[config.mk]
export PLATFORM = sky130hd
export DESIGN_NAME = display_sequencer
export DESIGN_NICKNAME = d
export VERILOG_FILES = /design/src/rtl/display_pkg.sv /design/src/rtl/button_debounce.sv /design/src/rtl/display_sequencer.sv
export SDC_FILE = /design/constraint.sdc
export NUM_CORES = 1
export LEC_CHECK = 0
export ABC_AREA = 1
export CORE_UTILIZATION = 42
export DETAILED_ROUTE_END_ITERATION = 8
export PLACE_DENSITY = 0.71
export SETUP_SLACK_MARGIN = 0.1
export SLEW_MARGIN = 0
export SYNTH_ARGS = -nofsm -noshare
export SYNTH_HDL_FRONTEND = slang
export SYNTH_SLANG_ARGS = --single-unit
[constraint.sdc]
create_clock -name Clock -period 1.65 [get_ports Clock]
set_input_delay 0.33 -clock Clock [delete_from_list [all_inputs] [get_ports Clock]]
set_output_delay 0.33 -clock Clock [all_outputs]
set_load 0.01 [all_outputs]
[src/rtl/display_pkg.sv]
// display_pkg -- shared definitions for the display sequencer.
//   mode_e   : encoding of the 2-bit Mode input
//   state_e  : SHOW / BLANK sequencer states
//   next_sel : step/auto successor of a display selection
package display_pkg;

    localparam int NUM_SOURCES_DEFAULT = 24;
    localparam int SEL_W               = 5;

    typedef enum logic [1:0] {
        MODE_MANUAL = 2'b00,
        MODE_STEP   = 2'b01,
        MODE_AUTO   = 2'b10,
        MODE_HOLD   = 2'b11
    } mode_e;

    typedef enum logic {
        ST_SHOW  = 1'b0,
        ST_BLANK = 1'b1
    } state_e;

    // Successor used by STEP/AUTO; anything at or above the last source
    // (possible after a MANUAL load) wraps back to 0.
    function automatic logic [SEL_W-1:0] next_sel(input logic [SEL_W-1:0] sel,
                                                   input logic [SEL_W-1:0] last);
        logic [SEL_W-1:0] res;
        if (sel < last) begin
            res = sel + 5'd1;
        end else begin
            res = 5'd0;
        end
        return res;
    endfunction

endpackage

[src/rtl/button_debounce.sv]
// button_debounce -- synchronizes, debounces and edge-detects an active-low
// pushbutton.
//   clk_i   : system clock
//   rst_i   : asynchronous active-high reset
//   btn_n_i : raw active-low button, asynchronous to clk_i
//   level_o : debounced button level (1 = released)
//   press_o : one-cycle pulse on a debounced 1->0 transition
module button_debounce #(
    parameter int DEBOUNCE_CYCLES = 16
) (
    input  logic clk_i,
    input  logic rst_i,
    input  logic btn_n_i,
    output logic level_o,
    output logic press_o
);

    localparam int CW = (DEBOUNCE_CYCLES > 1) ? $clog2(DEBOUNCE_CYCLES) : 1;

    logic          sync1_q;
    logic          sync2_q;
    logic          level_q;
    logic          level_d;
    logic          press_q;
    logic          press_d;
    logic [CW-1:0] cnt_q;
    logic [CW-1:0] cnt_d;

    // Count consecutive synchronized samples that disagree with the accepted
    // level; a sample agreeing with the level restarts the count.
    always_comb begin
        level_d = level_q;
        cnt_d   = cnt_q;
        press_d = 1'b0;
        if (sync2_q == level_q) begin
            cnt_d = '0;
        end else if (cnt_q == CW'(DEBOUNCE_CYCLES - 1)) begin
            level_d = sync2_q;
            cnt_d   = '0;
            press_d = level_q & ~sync2_q;
        end else begin
            cnt_d = cnt_q + 1'b1;
        end
    end

    // Two-flop synchronizer plus debounce state.
    always_ff @(posedge clk_i or posedge rst_i) begin
        if (rst_i) begin
            sync1_q <= 1'b1;
            sync2_q <= 1'b1;
            level_q <= 1'b1;
            press_q <= 1'b0;
            cnt_q   <= '0;
        end else begin
            sync1_q <= btn_n_i;
            sync2_q <= sync1_q;
            level_q <= level_d;
            press_q <= press_d;
            cnt_q   <= cnt_d;
        end
    end

    assign level_o = level_q;
    assign press_o = press_q;

endmodule

[src/rtl/display_sequencer.sv]
// display_sequencer -- selects which source drives the display and blanks
// the display for a few cycles after every selection change.
//   Clock          : system clock, rising edge
//   Reset          : asynchronous active-high reset
//   Mode           : 00 MANUAL, 01 STEP, 10 AUTO, 11 HOLD
//   Switch_Select  : selection loaded in MANUAL mode
//   Step_Button_n  : active-low step pushbutton (asynchronous)
//   Display_Select : registered selection to the display mux
//   Display_Enable : registered, 1 blanks the display
//   Wrap_Pulse     : one cycle high when STEP/AUTO wraps last source -> 0
module display_sequencer
    import display_pkg::*;
#(
    parameter int NUM_SOURCES     = NUM_SOURCES_DEFAULT,
    parameter int DWELL_CYCLES    = 50_000_000,
    parameter int BLANK_CYCLES    = 4,
    parameter int DEBOUNCE_CYCLES = 16
) (
    input  logic             Clock,
    input  logic             Reset,
    input  logic [1:0]       Mode,
    input  logic [SEL_W-1:0] Switch_Select,
    input  logic             Step_Button_n,
    output logic [SEL_W-1:0] Display_Select,
    output logic             Display_Enable,
    output logic             Wrap_Pulse
);

    localparam int DW = (DWELL_CYCLES > 1) ? $clog2(DWELL_CYCLES) : 1;
    localparam int BW = (BLANK_CYCLES > 1) ? $clog2(BLANK_CYCLES) : 1;
    localparam logic [SEL_W-1:0] LAST_SEL = SEL_W'(NUM_SOURCES - 1);

    state_e           state_q,  state_d;
    logic [SEL_W-1:0] sel_q,    sel_d;
    logic             enable_q, enable_d;
    logic             wrap_q,   wrap_d;
    logic [DW-1:0]    dwell_q,  dwell_d;
    logic [BW-1:0]    blank_q,  blank_d;
    mode_e            mode_q;
    mode_e            mode_s;
    logic             mode_chg_s;
    logic             adv_s;
    logic             btn_level_s;
    logic             btn_press_s;

    button_debounce #(
        .DEBOUNCE_CYCLES(DEBOUNCE_CYCLES)
    ) u_button (
        .clk_i  (Clock),
        .rst_i  (Reset),
        .btn_n_i(Step_Button_n),
        .level_o(btn_level_s),
        .press_o(btn_press_s)
    );

    assign mode_s     = mode_e'(Mode);
    // Mode is acted on directly in SHOW; a change seen while blanking only
    // matters once SHOW resumes, since BLANK evaluates no requests.
    assign mode_chg_s = (mode_s != mode_q);

    // Next-state logic for the SHOW/BLANK sequencer and its counters.
    always_comb begin
        state_d  = state_q;
        sel_d    = sel_q;
        enable_d = enable_q;
        wrap_d   = 1'b0;
        dwell_d  = dwell_q;
        blank_d  = blank_q;
        adv_s    = 1'b0;
        case (state_q)
            ST_SHOW: begin
                enable_d = 1'b0;
                blank_d  = '0;
                case (mode_s)
                    MODE_MANUAL: adv_s = (Switch_Select != sel_q);
                    MODE_STEP:   adv_s = btn_press_s & ~btn_level_s;
                    MODE_AUTO:   adv_s = ~mode_chg_s & (dwell_q == DW'(DWELL_CYCLES - 1));
                    MODE_HOLD:   adv_s = 1'b0;
                    default:     adv_s = 1'b0;
                endcase
                if (adv_s) begin
                    state_d  = ST_BLANK;
                    enable_d = 1'b1;
                    dwell_d  = '0;
                    if (mode_s == MODE_MANUAL) begin
                        sel_d = Switch_Select;
                    end else begin
                        sel_d  = next_sel(sel_q, LAST_SEL);
                        wrap_d = (sel_q == LAST_SEL);
                    end
                end else if ((mode_s == MODE_AUTO) && !mode_chg_s) begin
                    dwell_d = dwell_q + 1'b1;
                end else begin
                    dwell_d = '0;
                end
            end
            ST_BLANK: begin
                dwell_d = '0;
                if (blank_q == BW'(BLANK_CYCLES - 1)) begin
                    state_d  = ST_SHOW;
                    enable_d = 1'b0;
                    blank_d  = '0;
                end else begin
                    blank_d = blank_q + 1'b1;
                end
            end
            default: begin
                state_d  = ST_SHOW;
                enable_d = 1'b0;
                dwell_d  = '0;
                blank_d  = '0;
            end
        endcase
    end

    // Sequencer state and registered outputs.
    always_ff @(posedge Clock or posedge Reset) begin
        if (Reset) begin
            state_q  <= ST_SHOW;
            sel_q    <= '0;
            enable_q <= 1'b0;
            wrap_q   <= 1'b0;
            dwell_q  <= '0;
            blank_q  <= '0;
            mode_q   <= MODE_MANUAL;
        end else begin
            state_q  <= state_d;
            sel_q    <= sel_d;
            enable_q <= enable_d;
            wrap_q   <= wrap_d;
            dwell_q  <= dwell_d;
            blank_q  <= blank_d;
            mode_q   <= mode_s;
        end
    end

    assign Display_Select = sel_q;
    assign Display_Enable = enable_q;
    assign Wrap_Pulse     = wrap_q;

endmodule

After elaboration in Yosys (flattened, before gate mapping)
Cells that the tools add are included.
Widths: inputs -> output; s select.
Storage, ports and cells
  memory bits (writable): 0
  bits in read-only memories: 0
  input port bits: 10
  flip-flop bits (word level): 46
  memories: 0
  word-level logic and storage cells: 62
  latch bits: 0
Cells by class
  divide/modulo/power cells: 0
  add/sub/neg operators: 4
  equal/unequal tests: 11
  mux-type cells: 21
  shift operators: 0
  multipliers: 0
  magnitude comparators: 1
  reductions and logical operators: 5
  bitwise gates (word level): 8
Operator list (count)
  $mux 26: 2
  $pmux 26 s2: 1
  $add 26x1->26 const B: 1
  $eq 26x26->1 const B: 1
  $mux 5: 2
  $mux 1: 9
  $mux 4: 2
  $eq 2x2->1 const B: 3
  $add 5x1->5 const B: 1
  $eq 5x5->1 const B: 1
  $lt 5x5->1 const B: 1
  $ne 5x5->1: 1
  $not 1->1: 5
  $add 4x1->4 const B: 1
  $eq 4x4->1 const B: 1
  $pmux 1 s2: 2
  $pmux 1 s4: 1
  $pmux 2 s2: 1
  $reduce_and 2->1: 2
  $and 1x1->1: 3
  $add 2x1->2 const B: 1
  $eq 2x1->1 const B: 1
  $logic_not 2->1: 1
  $mux 2: 1
  other kinds (5): 5

Depth between registers and ports, before layout
  depth in word-level cells: 7
  depth in mapped cells: 12
  mapped depth without buffers: 12

By module
Synthesis repeated with hierarchy kept, for this count alone.
Second synthesis, totals
  cell total of the unflattened synthesis: 330
  area, all modules: 2608.8 sq um
By module, submodules not included
  display_sequencer: area an instance 2258.4 sq um, cells an instance 293, times used 1, seq. area each 950.9 sq um
  button_debounce: area an instance 350.3 sq um, cells an instance 37, times used 1, seq. area each 203.9 sq um

Worst setup path before layout
OpenSTA, ideal clock, no wires.
  path kind: register to register
  from: reg dwell_q[0]
  to: reg sel_q[2], in the netlist Display_Select[2]
  stages on the path, launching flop included: 13
  slack: 153 ps
  arrival: 1380 ps
  buffers on the path: 0
  library setup time: 118 ps
  cells stage by stage: dfrtp_1 > ha_1 > nand2_1 > nor2_4 > nand2_1 > nor2_1 > nand2_1 > nand2_2 > nand2_4 > nand2_4 > nand2_4 > nand2_1 > nand2_1
Between the ends
  cells in the longest elaborated chain, start to end: 5
Ends and longest elaborated chain
  start: declaration: RTL line display_sequencer.sv:37  | logic [DW-1:0] dwell_q, dwell_d;
  start signal: assignment: RTL line display_sequencer.sv:131  | dwell_q <= dwell_d;
  $eq 26x26->1: RTL line display_sequencer.sv:77  | MODE_AUTO: adv_s = ~mode_chg_s & (dwell_q == DW'(DWELL_CYCLES - 1));
  $and 1x1->1: RTL line display_sequencer.sv:77
  $pmux 1 s4: RTL line display_sequencer.sv:74  | case (mode_s)
  $mux 1: RTL line display_sequencer.sv:70  | case (state_q)
  $reduce_and 2->1 (no source line)
  end signal: assignment: RTL line display_sequencer.sv:128  | sel_q <= sel_d;
  end: declaration: RTL line display_sequencer.sv:34  | logic [SEL_W-1:0] sel_q, sel_d;
Every way passes these cells. The select of a mux whose other input is x is not followed.
A chain may end at the register's enable or synchronous reset.

Worst setup path after layout
  from: reg dwell_q[6]
  to: reg dwell_q[15]
Between the ends
  cells in the longest elaborated chain, start to end: 6
Ends and longest elaborated chain
  branches (longest 4 deep; another with $add 26x1->26)
  $mux 26 *: RTL line display_sequencer.sv:81  | if (adv_s) begin
  $pmux 26 s2 *: RTL line display_sequencer.sv:70
  net dwell_d[15]: RTL line display_sequencer.sv:37
Mark *: on every way through the listed nets, which the timed path passes. The select of a mux whose other input is x is not followed.

==> flow_summary.toml <==
[outcome]
status = "finished, final reports clean"

[job]
cap_violations = 0

[setup_path]
worstPathRequired_ps = 1840
end_kind = "register"
arrival_ps = 1790
crit_fanout = 4
rr_startpoint = "dwell_q[6]"
crit_type = "register to register"
critPathLaunchType = "register"
crit-reg2reg-capture = "dwell_q[15]"
rrSetupSlack_ps = 60
reg2regPathDepth = 7

[timing]
fin_skew_ps = 9.41
setup_viol = 0
finalHoldViolations = 0
rsz0062_at_grt = "true"
finalCritPeriodShare_pct = 96.6
max_freq_ghz = 0.627
finalSetupTns_ps = 0
post-route-min-period_ps = 1590
drv_slew = 0
slew_headroom_pct = 74.7
worst_slew_pin_slew_ps = 376

[yosys]
synth.area.top_cells = "dfrtp_1 42%, nand2_1 10%, nor2_1 6.9%"
yosysTopAreaCellShare_pct = 42.2
syn-instance-count = 313
yosys_warnings = 0
synth.distinct_cells = 32
yosysSeqAreaShare_pct = 45.2
synthMostInstantiatedCell = "nand2_1"
syn_area_um2 = 2550
synth-async-reset-ratio_pct = 100
ys_ff_latch = 46
synth_edf_count = 0
synth_top_flop_cell = "dfrtp_1"
synth_largest_area_cell = "dfrtp_1"
syn_avg_cell_area_um2 = 8.15
synth_common_cells = "71 x nand2_1, 47 x nor2_1, 43 x dfrtp_1"
syn_nets = 329

[pwr]
power_density_nw_per_um2 = 920
cellLeakagePower_nw = 1.49
power.total_w = 0.00305
vdd_drop_max_mv = 0.729

[finish]
fin_nets = 386
fin_area_um2 = 3320
layout.cells.non_filler = 446
fin_util_pct = 56.4
diodes = 0
area_growth_pct = 30.0
layout-drive-gt1-share_pct = 25.9

[die]
coreArea_um2 = 5890
io_pins = 17
die_h_um = 80.0
dieArea_um2 = 6390
num_rows = 28
die_x_um = 80.0
start_util_pct = 43.4

[global_routing]
grt_first_pass_wirelength_mm = 9.20
grt_pass1_vias = 2048
gr-total-overflow = 0
grt.total_usage_pct = 19.2
antenna_found_initial = 0
grt_start_max_net_pins = 47

[placement]
gp_congestion = 0.873
postPlaceCellArea_um2 = 2970
dp_cells = 423
portBuffers = 16
dpl.hpwl_mm = 4.00

[detailed_routing]
drc_errors = 0
wl_per_cell_um = 13.3
drtPass1Iterations = 4
ant_nets = 0
vias = 2253
drtIter0Drc = 138
wirelength_mm = 5.92
via_per_inst = 5.05

[cts]
cts.sinks = 46
cts_root_buf = "clkbuf_8"
htree_levels = 2
clkLatencyLatePin_ps = 310
cts_buffers = 5
clk_pin_slew_ps = 100
hold_buffers = 0
tritoncts = "built"
clockBufferDepth = 2

[hold_path]
hold_path_class = "primary input to async pin"
[worst max-delay path: stages, from the launching register on]
cell and delay (ps):
dfrtp_2 430, nand2_1 90, nor2_2 200, nand3b_4 150, inv_1 100, nand3_1 100
o21ai_0 350, nor3_4 50
[area by class of cell]
type,instances,area (um2)
clock buffer,5,68.8
clock inverter,3,26.3
fill,567,2570
inverter,35,134
multi-input combinational,232,1370
sequential,46,1160
tap,75,93.8
timing repair buffer,50,464
[flip-flops by register name (all words and copies together) (netlist names)]
register,cells
blank_q,2
Display_Select,5
mode_q,2
state_q,1
u_button.cnt_q,4
dwell_q,26
u_button.sync2_q,1
u_button.press_o,1
u_button.sync1_q,1
u_button.level_o,1
Display_Enable,1
Wrap_Pulse,1
[through the flow]
step	worst slack [ps]	hold slack, ps
2_1_floorplan	153	334
3_3_place_gp	-196	347
3_5_place_dp	-228	347
4_1_cts	19.4	360
5_1_grt	-58.5	370
6_report	55.9	355
[how the worst max path moves through the flow]
stage                      startpoint           endpoint  slack [ps]
floorplan                  dwell_q[0]  Display_Select[2]         150
global placement              Mode[0]  Display_Select[2]        -200
detailed placement            Mode[0]  Display_Select[1]        -230
CTS                 Display_Select[1]  Display_Select[1]          20
global route               dwell_q[0]        dwell_q[15]         -60
finish                     dwell_q[6]        dwell_q[15]          60
[routing by layer]
| layer | global-route usage, % | vias up | routed length [um] | part of all wire (%) |
|---|---|---|---|---|
| li1 | - | 1116 | - | - |
| met1 | 24.3 | 1063 | 2560 | 43 |
| met2 | 31.7 | 59 | 2950 | 50 |
| met3 | 3.20 | 15 | 265 | 4.5 |
| met4 | 9.46 | 0 | 143 | 2.4 |
| met5 | 0 | - | 0 | 0 |
[cells in the final DEF, fill, tap and decap left out, drive strengths merged]
| master | n |
|---|---|
| a21oi | 8 |
| buf | 34 |
| clkbuf | 5 |
| clkdlybuf4s50 | 10 |
| clkinv | 1 |
| dfrtp | 43 |
| dfstp | 3 |
| dlygate4sd2 | 3 |
| dlymetal6s2s | 3 |
| ha | 6 |
| inv | 37 |
| nand2 | 78 |
| nand3 | 30 |
| nand3b | 2 |
| nand4 | 3 |
| nor2 | 55 |
| nor3 | 16 |
| o2111ai | 1 |
| o211ai | 1 |
| o21ai | 13 |
| o21bai | 1 |
| or2 | 2 |
| xnor2 | 9 |
| xor2 | 7 |
[what timing repair did]
item / 4_1_cts / 5_1_grt
pin swaps: 6 / 3
setup buffers: 8 / 6
endpoints found under the setup margin: 19 / 31
resized for setup: 14 / 23
cloned: 1 / 0
[report_power, final]
group / internal (W) / total [W] / switching [W]
clock: 0.000316 / 0.000770 / 0.000454
sequential: 0.00124 / 0.00132 / 0.0000753
combinational: 0.000460 / 0.000964 / 0.000504
[kinds of logic after synthesis]
| family | count (synthesis) | share of synthesized area [%] |
|---|---|---|
| simple gates | 185 | 35.1 |
| fa+ha+maj | 6 | 2.94 |
| buf+inv | 36 | 5.59 |
| xor+xnor | 16 | 5.49 |
| compound gates | 24 | 5.64 |
| flops | 46 | 45.2 |
Power figures use the tool's default switching activity.
